<file path="config.mk">
export PLATFORM = sky130hd
export DESIGN_NAME = seven_segment_capture_flat
export DESIGN_NICKNAME = d
export VERILOG_FILES = /design/src/rtl/seven_segment_capture_if.sv /design/src/rtl/seven_segment_capture.sv /design/src/flat_wrapper.sv
export SDC_FILE = /design/constraint.sdc
export NUM_CORES = 1
export LEC_CHECK = 0
export ABC_AREA = 1
export ABC_CLOCK_PERIOD_IN_PS = 5650
export CORE_ASPECT_RATIO = 0.7
export CORE_UTILIZATION = 40
export CTS_BUF_LIST = sky130_fd_sc_hd__clkbuf_8
export CTS_CLUSTER_DIAMETER = 60
export DETAILED_ROUTE_END_ITERATION = 16
export PLACE_DENSITY_LB_ADDON = 0.08
export SYNTH_ARGS = -nofsm -noshare
export SYNTH_HDL_FRONTEND = slang
export SYNTH_SLANG_ARGS = --single-unit
</file>
<file path="constraint.sdc">
create_clock -name clk -period 5.65 [get_ports clk]
set_clock_uncertainty 0.05 [all_clocks]
set_input_delay 1.13 -clock clk [delete_from_list [all_inputs] [get_ports clk]]
set_output_delay 1.13 -clock clk [all_outputs]
set_load 0.01 [all_outputs]
</file>
<file path="src/rtl/seven_segment_capture_if.sv">
// Bundle of the multiplexed 7-segment receive signals and the decoded
// digit outputs of seven_segment_capture.
interface seven_segment_capture_if;
    logic [6:0]  seg_in;
    logic [3:0]  an_in;
    logic [15:0] digits;
    logic [3:0]  digit_valid;
    logic        change;
    logic [3:0]  changed_mask;
    logic        an_err;

    modport master (
        output seg_in, an_in,
        input  digits, digit_valid, change, changed_mask, an_err
    );

    modport slave (
        input  seg_in, an_in,
        output digits, digit_valid, change, changed_mask, an_err
    );
endinterface

</file>
<file path="src/rtl/seven_segment_capture.sv">
// Receive side of a 4-digit multiplexed 7-segment display: settles each
// dwell, decodes the segments and commits a digit after repeated agreement.
module seven_segment_capture #(
    parameter int SETTLE  = 4,
    parameter int CONFIRM = 2,
    parameter int TIMEOUT = 1048575
) (
    input logic clk,
    input logic rst,
    seven_segment_capture_if.slave bus
);
    localparam int SW = $clog2(SETTLE + 1);
    localparam int CW = $clog2(CONFIRM + 1);
    localparam int WW = $clog2(TIMEOUT + 1);

    logic [3:0]    an_q, an_d;
    logic [6:0]    seg_q, seg_d;
    logic [10:0]   prev_q, prev_d;
    logic [SW-1:0] stable_q, stable_d;
    logic [3:0]    cand_q [4];
    logic [3:0]    cand_d [4];
    logic [CW-1:0] conf_q [4];
    logic [CW-1:0] conf_d [4];
    logic [WW-1:0] wd_q [4];
    logic [WW-1:0] wd_d [4];
    logic [15:0]   digits_q, digits_d;
    logic [3:0]    valid_q, valid_d;
    logic          change_q, change_d;
    logic [3:0]    mask_q, mask_d;
    logic          an_err_q, an_err_d;

    logic          capture;
    logic [3:0]    an_low;
    logic          one_low;
    logic          multi_low;
    logic [3:0]    code;
    logic [3:0]    cap_vec;
    logic          expire;

    always_comb begin
        an_d     = bus.an_in;
        seg_d    = bus.seg_in;
        prev_d   = {an_q, seg_q};
        stable_d = stable_q;
        capture  = 1'b0;
        if ({an_q, seg_q} != prev_q) begin
            stable_d = '0;
        end else if (stable_q != SW'(SETTLE)) begin
            stable_d = stable_q + 1'b1;
            capture  = (stable_q == SW'(SETTLE - 1));
        end

        an_low    = ~an_q;
        one_low   = (an_low != 4'h0) && ((an_low & (an_low - 4'h1)) == 4'h0);
        multi_low = (an_low != 4'h0) && !one_low;
        an_err_d  = capture && multi_low;
        cap_vec   = (capture && one_low) ? an_low : 4'h0;

        case (seg_q)
            7'b0000001: code = 4'h0;
            7'b1001111: code = 4'h1;
            7'b0010010: code = 4'h2;
            7'b0000110: code = 4'h3;
            7'b1001100: code = 4'h4;
            7'b0100100: code = 4'h5;
            7'b0100000: code = 4'h6;
            7'b0001111: code = 4'h7;
            7'b0000000: code = 4'h8;
            7'b0001100: code = 4'h9;
            7'b1111110: code = 4'hE;
            7'b1111111: code = 4'hB;
            default:    code = 4'hF;
        endcase

        digits_d = digits_q;
        valid_d  = valid_q;
        mask_d   = 4'h0;
        expire   = 1'b0;
        for (int n = 0; n < 4; n++) begin
            cand_d[n] = cand_q[n];
            conf_d[n] = conf_q[n];
            wd_d[n]   = wd_q[n];
            expire    = 1'b0;
            if (cap_vec[n]) begin
                wd_d[n] = '0;
                if (code == cand_q[n]) begin
                    if (conf_q[n] != CW'(CONFIRM))
                        conf_d[n] = conf_q[n] + 1'b1;
                end else begin
                    cand_d[n] = code;
                    conf_d[n] = CW'(1);
                end
                if (conf_d[n] == CW'(CONFIRM)) begin
                    digits_d[4*n +: 4] = code;
                    valid_d[n]         = 1'b1;
                    if (!valid_q[n] || digits_q[4*n +: 4] != code)
                        mask_d[n] = 1'b1;
                end
            end else if (wd_q[n] != WW'(TIMEOUT)) begin
                wd_d[n] = wd_q[n] + 1'b1;
                expire  = (wd_q[n] == WW'(TIMEOUT - 1));
            end
            // Watchdog expiry drops both the committed code and confirm progress
            if (expire) begin
                digits_d[4*n +: 4] = 4'hF;
                valid_d[n]         = 1'b0;
                cand_d[n]          = 4'h0;
                conf_d[n]          = '0;
                mask_d[n]          = valid_q[n];
            end
        end
        change_d = |mask_d;
    end

    always_ff @(posedge clk) begin
        if (rst) begin
            an_q     <= 4'hF;
            seg_q    <= 7'h7F;
            prev_q   <= {4'hF, 7'h7F};
            stable_q <= '0;
            for (int n = 0; n < 4; n++) begin
                cand_q[n] <= 4'h0;
                conf_q[n] <= '0;
                wd_q[n]   <= '0;
            end
            digits_q <= 16'hFFFF;
            valid_q  <= 4'h0;
            change_q <= 1'b0;
            mask_q   <= 4'h0;
            an_err_q <= 1'b0;
        end else begin
            an_q     <= an_d;
            seg_q    <= seg_d;
            prev_q   <= prev_d;
            stable_q <= stable_d;
            for (int n = 0; n < 4; n++) begin
                cand_q[n] <= cand_d[n];
                conf_q[n] <= conf_d[n];
                wd_q[n]   <= wd_d[n];
            end
            digits_q <= digits_d;
            valid_q  <= valid_d;
            change_q <= change_d;
            mask_q   <= mask_d;
            an_err_q <= an_err_d;
        end
    end

    assign bus.digits       = digits_q;
    assign bus.digit_valid  = valid_q;
    assign bus.change       = change_q;
    assign bus.changed_mask = mask_q;
    assign bus.an_err       = an_err_q;
endmodule

</file>
<file path="src/flat_wrapper.sv">
// flat-port wrapper written by rule: the top's interface ports become plain ports
module seven_segment_capture_flat 
#(
    parameter int SETTLE  = 4,
    parameter int CONFIRM = 2,
    parameter int TIMEOUT = 1048575
)
  (clk, rst, bus_seg_in, bus_an_in, bus_digits, bus_digit_valid, bus_change, bus_changed_mask, bus_an_err);
  seven_segment_capture_if bus_i ();
  input logic clk;
  input logic rst;
  input wire logic [$bits(bus_i.seg_in)-1:0] bus_seg_in;
  input wire logic [$bits(bus_i.an_in)-1:0] bus_an_in;
  output wire logic [$bits(bus_i.digits)-1:0] bus_digits;
  output wire logic [$bits(bus_i.digit_valid)-1:0] bus_digit_valid;
  output wire logic [$bits(bus_i.change)-1:0] bus_change;
  output wire logic [$bits(bus_i.changed_mask)-1:0] bus_changed_mask;
  output wire logic [$bits(bus_i.an_err)-1:0] bus_an_err;
  assign bus_i.seg_in = bus_seg_in;
  assign bus_i.an_in = bus_an_in;
  assign bus_digits = bus_i.digits;
  assign bus_digit_valid = bus_i.digit_valid;
  assign bus_change = bus_i.change;
  assign bus_changed_mask = bus_i.changed_mask;
  assign bus_an_err = bus_i.an_err;
  seven_segment_capture #(.SETTLE(SETTLE), .CONFIRM(CONFIRM), .TIMEOUT(TIMEOUT)) u_core (.clk(clk), .rst(rst), .bus(bus_i));
endmodule
</file>
After elaboration in Yosys (flattened, before gate mapping)
Memories as Yosys holds them, arrays and structs flattened.
Cells that the tools add are included.
Cells by class
  equal/unequal tests: 38
  bitwise logic cells: 14
  muxes and demuxes: 83
  reduce and logical (&&, ||, !) cells: 26
  add/sub/neg operators: 10
Operator list (count)
  20-bit two-way mux: 12
  20-bit by 1-bit adder with 20-bit output, second input constant: 4
  20-bit == test, second input constant: 4
  20-bit inequality test, second input constant: 4
  4-bit two-way mux: 17
  2-bit two-way mux: 24
  4-bit case mux with 12 select lines: 1
  1-bit two-way mux: 29
  7-bit == test, second input constant: 4
  4-bit == test: 4
  4-bit inequality test: 4
  7-bit by 4-bit == test with 1-bit output, second input constant: 2
  7-bit by 6-bit == test with 1-bit output, second input constant: 2
  1-bit bitwise OR: 12
  11-bit inequality test: 1
  2-bit OR reduction: 5
  2-bit by 1-bit adder with 2-bit output, second input constant: 4
  2-bit == test, second input constant: 4
  2-bit inequality test, second input constant: 4
  2-bit AND reduction: 4
  7-bit by 1-bit == test with 1-bit output, second input constant: 1
  7-bit by 3-bit == test with 1-bit output, second input constant: 1
  7-bit by 5-bit == test with 1-bit output, second input constant: 1
  7-bit logical NOT: 1
  12 further kinds: 22
Storage, ports and cells
  register bits: 51
  bits of input ports: 13
  memories: 3
  RAM bits: 104
  output and inout bits: 26
  logic and storage cells: 189
Memories
  u_core.wd_q: depth 4, width 20, rd ports 4, clocked after memory_dff 0, wr ports 4, RTL line seven_segment_capture.sv:24  | logic [WW-1:0] wd_q [4];
  u_core.cand_q: depth 4, width 4, rd ports 4, clocked after memory_dff 0, wr ports 4, RTL line seven_segment_capture.sv:20  | logic [3:0] cand_q [4];
  u_core.conf_q: depth 4, width 2, rd ports 4, clocked after memory_dff 0, wr ports 4, RTL line seven_segment_capture.sv:22  | logic [CW-1:0] conf_q [4];

Logic depth before layout (Yosys ltp)
  depth after elaboration: 13
  gate-level depth with buffers: 21
  depth with buffers taken out: 19

Worst setup path after synthesis
Ideal clock, no wire load.
  kind: reg2reg
  start: register u_core.stable_q[0]
  end: memory u_core.conf_q[2][1] in the netlist's numbering
  library setup time: 0.095 ns
  clock period less this slack: 2.110 ns
  setup slack: 3.540 ns
  data required time: 5.505 ns
  buffers on the path: 0
  arrival time: 1.965 ns
  cell stages (with the launch flop): 12
  cells stage by stage: dfxtp_1 -> inv_1 -> ha_1 -> nand2_1 -> nand3_1 -> nor2_1 -> nand4_1 -> nand2_1 -> inv_1 -> nor2_1 -> inv_1 -> a221oi_1
RTL lines
  from (decl): RTL line seven_segment_capture.sv:19  | logic [SW-1:0] stable_q, stable_d;
  from (signal assigned): RTL line seven_segment_capture.sv:135  | stable_q <= stable_d;
  to (decl): RTL line seven_segment_capture.sv:22

==> impl_metrics.py <==
metrics = {
    "status": {
        "status": "finished, final reports clean",
    },
    "grt": {
        "antenna_found_initial": 0,
        "grt_max_degree": 24,
        "grt_pass1_wl_um": 29700,
        "overflow": 0,
        "track_usage_pct": 18.3,
        "first_global_vias": 6014,
    },
    "die": {
        "die_w_um": 171,
        "die_height_um": 120,
        "initial_utilization_pct": 41.6,
        "num_rows": 42,
        "core_um2": 19200,
        "ios": 39,
        "die_area_um2": 20500,
    },
    "final_layout": {
        "drive_gt1_share_pct": 7.73,
        "post-route-util_pct": 46.6,
        "num-nets-final": 1194,
        "num_antenna_cells": 0,
        "design_area_um2": 8950,
        "areaGrowthSynthToFinish_pct": 12.2,
    },
    "clocking": {
        "clock-root-buffer": "clkbuf_8",
        "cts_hold_buf": 0,
        "cts_setup_buffers": 0,
        "tritoncts": "yes",
        "cts.repair.resized": 0,
        "clk_pin_slew_ns": 0.09,
        "cts_sinks": 155,
        "cts_inserted_buffers": 17,
        "clockBufferDepth": 2,
        "clkLatencyLatePin_ns": 0.46,
        "cts_htree_levels": 4,
    },
    "setup_path": {
        "worstPathRequired_ns": 5.96,
        "worstReg2RegStart": "u_core.seg_q[6]$_SDFF_PP1_",
        "rrSetupSlack_ns": 2.63,
        "r2r-end": "u_core.cand_q[1][1]$_SDFFE_PP0P_",
        "endpoint_kind": "flop",
        "crit_fanout": 23,
        "crit_path_start": "rst",
        "worstRegToRegCells": 13,
        "crit_arrival_ns": 3.55,
        "start_kind": "input pin",
        "critical_path_class": "input pin to flop",
    },
    "timing": {
        "setup_viol": 0,
        "fin_crit_sh_pct": 57.3,
        "fin_crit_ns": 3.24,
        "tightest_slew_ns": 1.02,
        "rsz0062_at_grt": "false",
        "fin_tns_setup_ns": 0,
        "max_freq_mhz": 309,
        "hold_viol": 0,
        "relSlewSlack_pct": 31.8,
        "timing.final.max_slew_violations": 0,
    },
    "synth": {
        "synth_largest_area_cell": "dfxtp_1",
        "yosys-top-cells-count": "257 x nand2_1, 161 x inv_1, 155 x dfxtp_1",
        "synth_async_sr_flop_share_pct": 0,
        "yosysSeqAreaShare_pct": 38.9,
        "yosysTopAreaCellShare_pct": 38.9,
        "syn_inst": 1128,
        "syn_avg_cell_area_um2": 7.07,
        "syn_area_um2": 7970,
        "synth_enable_flop_cells": 0,
        "yosysMostFrequentCell": "nand2_1",
        "synth-warning-count": 0,
        "ys_types": 41,
        "ys_top_cells_by_area": "dfxtp_1 39%, nand2_1 12%, inv_1 7.6%",
        "synth_nets": 1156,
        "ys.flop_type": "dfxtp_1",
        "ys_seq_elements": 155,
    },
    "routing": {
        "drc": 0,
        "drt_iter0_markers": 378,
        "routed_wl_um": 17600,
        "postRouteAntennaNets": 0,
        "routedWlPerCell_um": 12.2,
        "first_pass_iters": 5,
        "vias_per_cell": 4.67,
        "vias": 6727,
    },
    "worst_hold_path": {
        "min_to": "u_core.cand_q[1][0]$_SDFFE_PP0P_",
        "holdCritPathClass": "flop to flop",
        "holdPathStages": 2,
        "min_from": "u_core.cand_q[1][0]$_SDFFE_PP0P_",
    },
    "power": {
        "pwr_density_cell_nw_per_um2": 234,
        "p_leak_nw": 3.72,
        "irDropWorstVdd_mv": 0.146,
    },
    "place": {
        "place.gp.congestion": 0.819,
        "hpwlAfterDp_um": 12900,
        "port_buffers": 38,
        "placed_cell_area_um2": 8560,
    },
    "run": {
        "cap_viol_max_count": 0,
    },
}
[worst max path at each step]
stage / end / slack (ns) / depth (start not counted)
after floorplan: u_core.conf_q[2][1]$_SDFFE_PP0P_ / 3.54 / 11
after CTS: u_core.wd_q[3][18]$_SDFFE_PP0N_ / 2.40 / 4
after global placement: u_core.wd_q[2][4]$_SDFFE_PP0N_ / 2.03 / 5
after detailed placement: u_core.wd_q[3][18]$_SDFFE_PP0N_ / 1.88 / 4
final: u_core.wd_q[3][18]$_SDFFE_PP0N_ / 2.41 / 4
after global routing: u_core.wd_q[3][18]$_SDFFE_PP0N_ / 2.15 / 4
[layer usage]
layer  global-route usage (%)  routed length (µm)
met5                        0                   0
met2                     24.9                6770
met4                     5.07                 200
met3                     4.22                 562
met1                     28.0               10100
[where the power goes]
| part | switching (mW) | internal, mW |
|---|---|---|
| Combinational | 0.0911 | 0.0468 |
| Sequential | 0.0140 | 1.11 |
| Clock | 0.410 | 0.429 |
[cell usage in the layout, fill, tap and decap left out, types with 6 or more instances in the layout]
cell type          n
a31oi_1            6
clkdlybuf4s50_1   38
nor4_1             6
or2_2             21
nor2_1           147
xor2_1            32
clkbuf_8          21
dfxtp_1          155
nand2_2           12
nand3_1           45
nand4_1           31
inv_1            162
xnor2_1           31
nand2_1          257
ha_1              15
nor3_1            41
o21ai_0           21
a21oi_1           58
o21ai_1            9
o211ai_1          14
nor2_4            10
[worst max-delay path: stages]
cell and delay, ns:
clkdlybuf4s50_1 0.67, inv_1 0.70, nand2_1 0.64, a221oi_1 0.39
[flip-flops by register name, summed over array words and instances, names as in the netlist]
| signal | count |
|---|---|
| u_core.bus.an_err | 1 |
| u_core.conf_q | 8 |
| u_core.bus.change | 1 |
| u_core.stable_q | 3 |
| u_core.prev_q | 11 |
| u_core.cand_q | 16 |
| u_core.wd_q | 80 |
| u_core.an_q | 4 |
| u_core.bus.digit_valid | 4 |
| u_core.seg_q | 7 |
| u_core.bus.digits | 16 |
| u_core.bus.changed_mask | 4 |
[layout make-up]
cell class | instances | area, µm²
tap | 264 | 330
multi-input combinational | 788 | 4130
timing repair buffer | 38 | 380
clock buffer | 21 | 289
inverter | 166 | 623
clock inverter | 9 | 96.3
fill | 2004 | 10200
sequential | 155 | 3100
[logic make-up after synthesis]
family	after synthesis	share of synthesized area [%]
AO/OA/AOI/OAI	118	8.40
XOR/XNOR	63	6.92
adder cells (fa/ha/maj)	15	2.35
buffers and inverters	185	9.32
flip-flops	155	38.9
AND/OR/NAND/NOR	592	34.1
[through the flow]
step / instances / total power [mW] / hold slack, ns / setup WS (ns)
after floorplan: 1128 / 1.25 / 0.390 / 3.54
after global placement: 1411 / 1.28 / 0.405 / 2.03
after detailed placement: 1411 / 1.28 / 0.407 / 1.88
after CTS: 1441 / 2.13 / 0.422 / 2.40
after global routing: 1441 / 2.20 / 0.439 / 2.15
final: 1441 / 2.10 / 0.418 / 2.41
(Power assumes the default switching activity.)
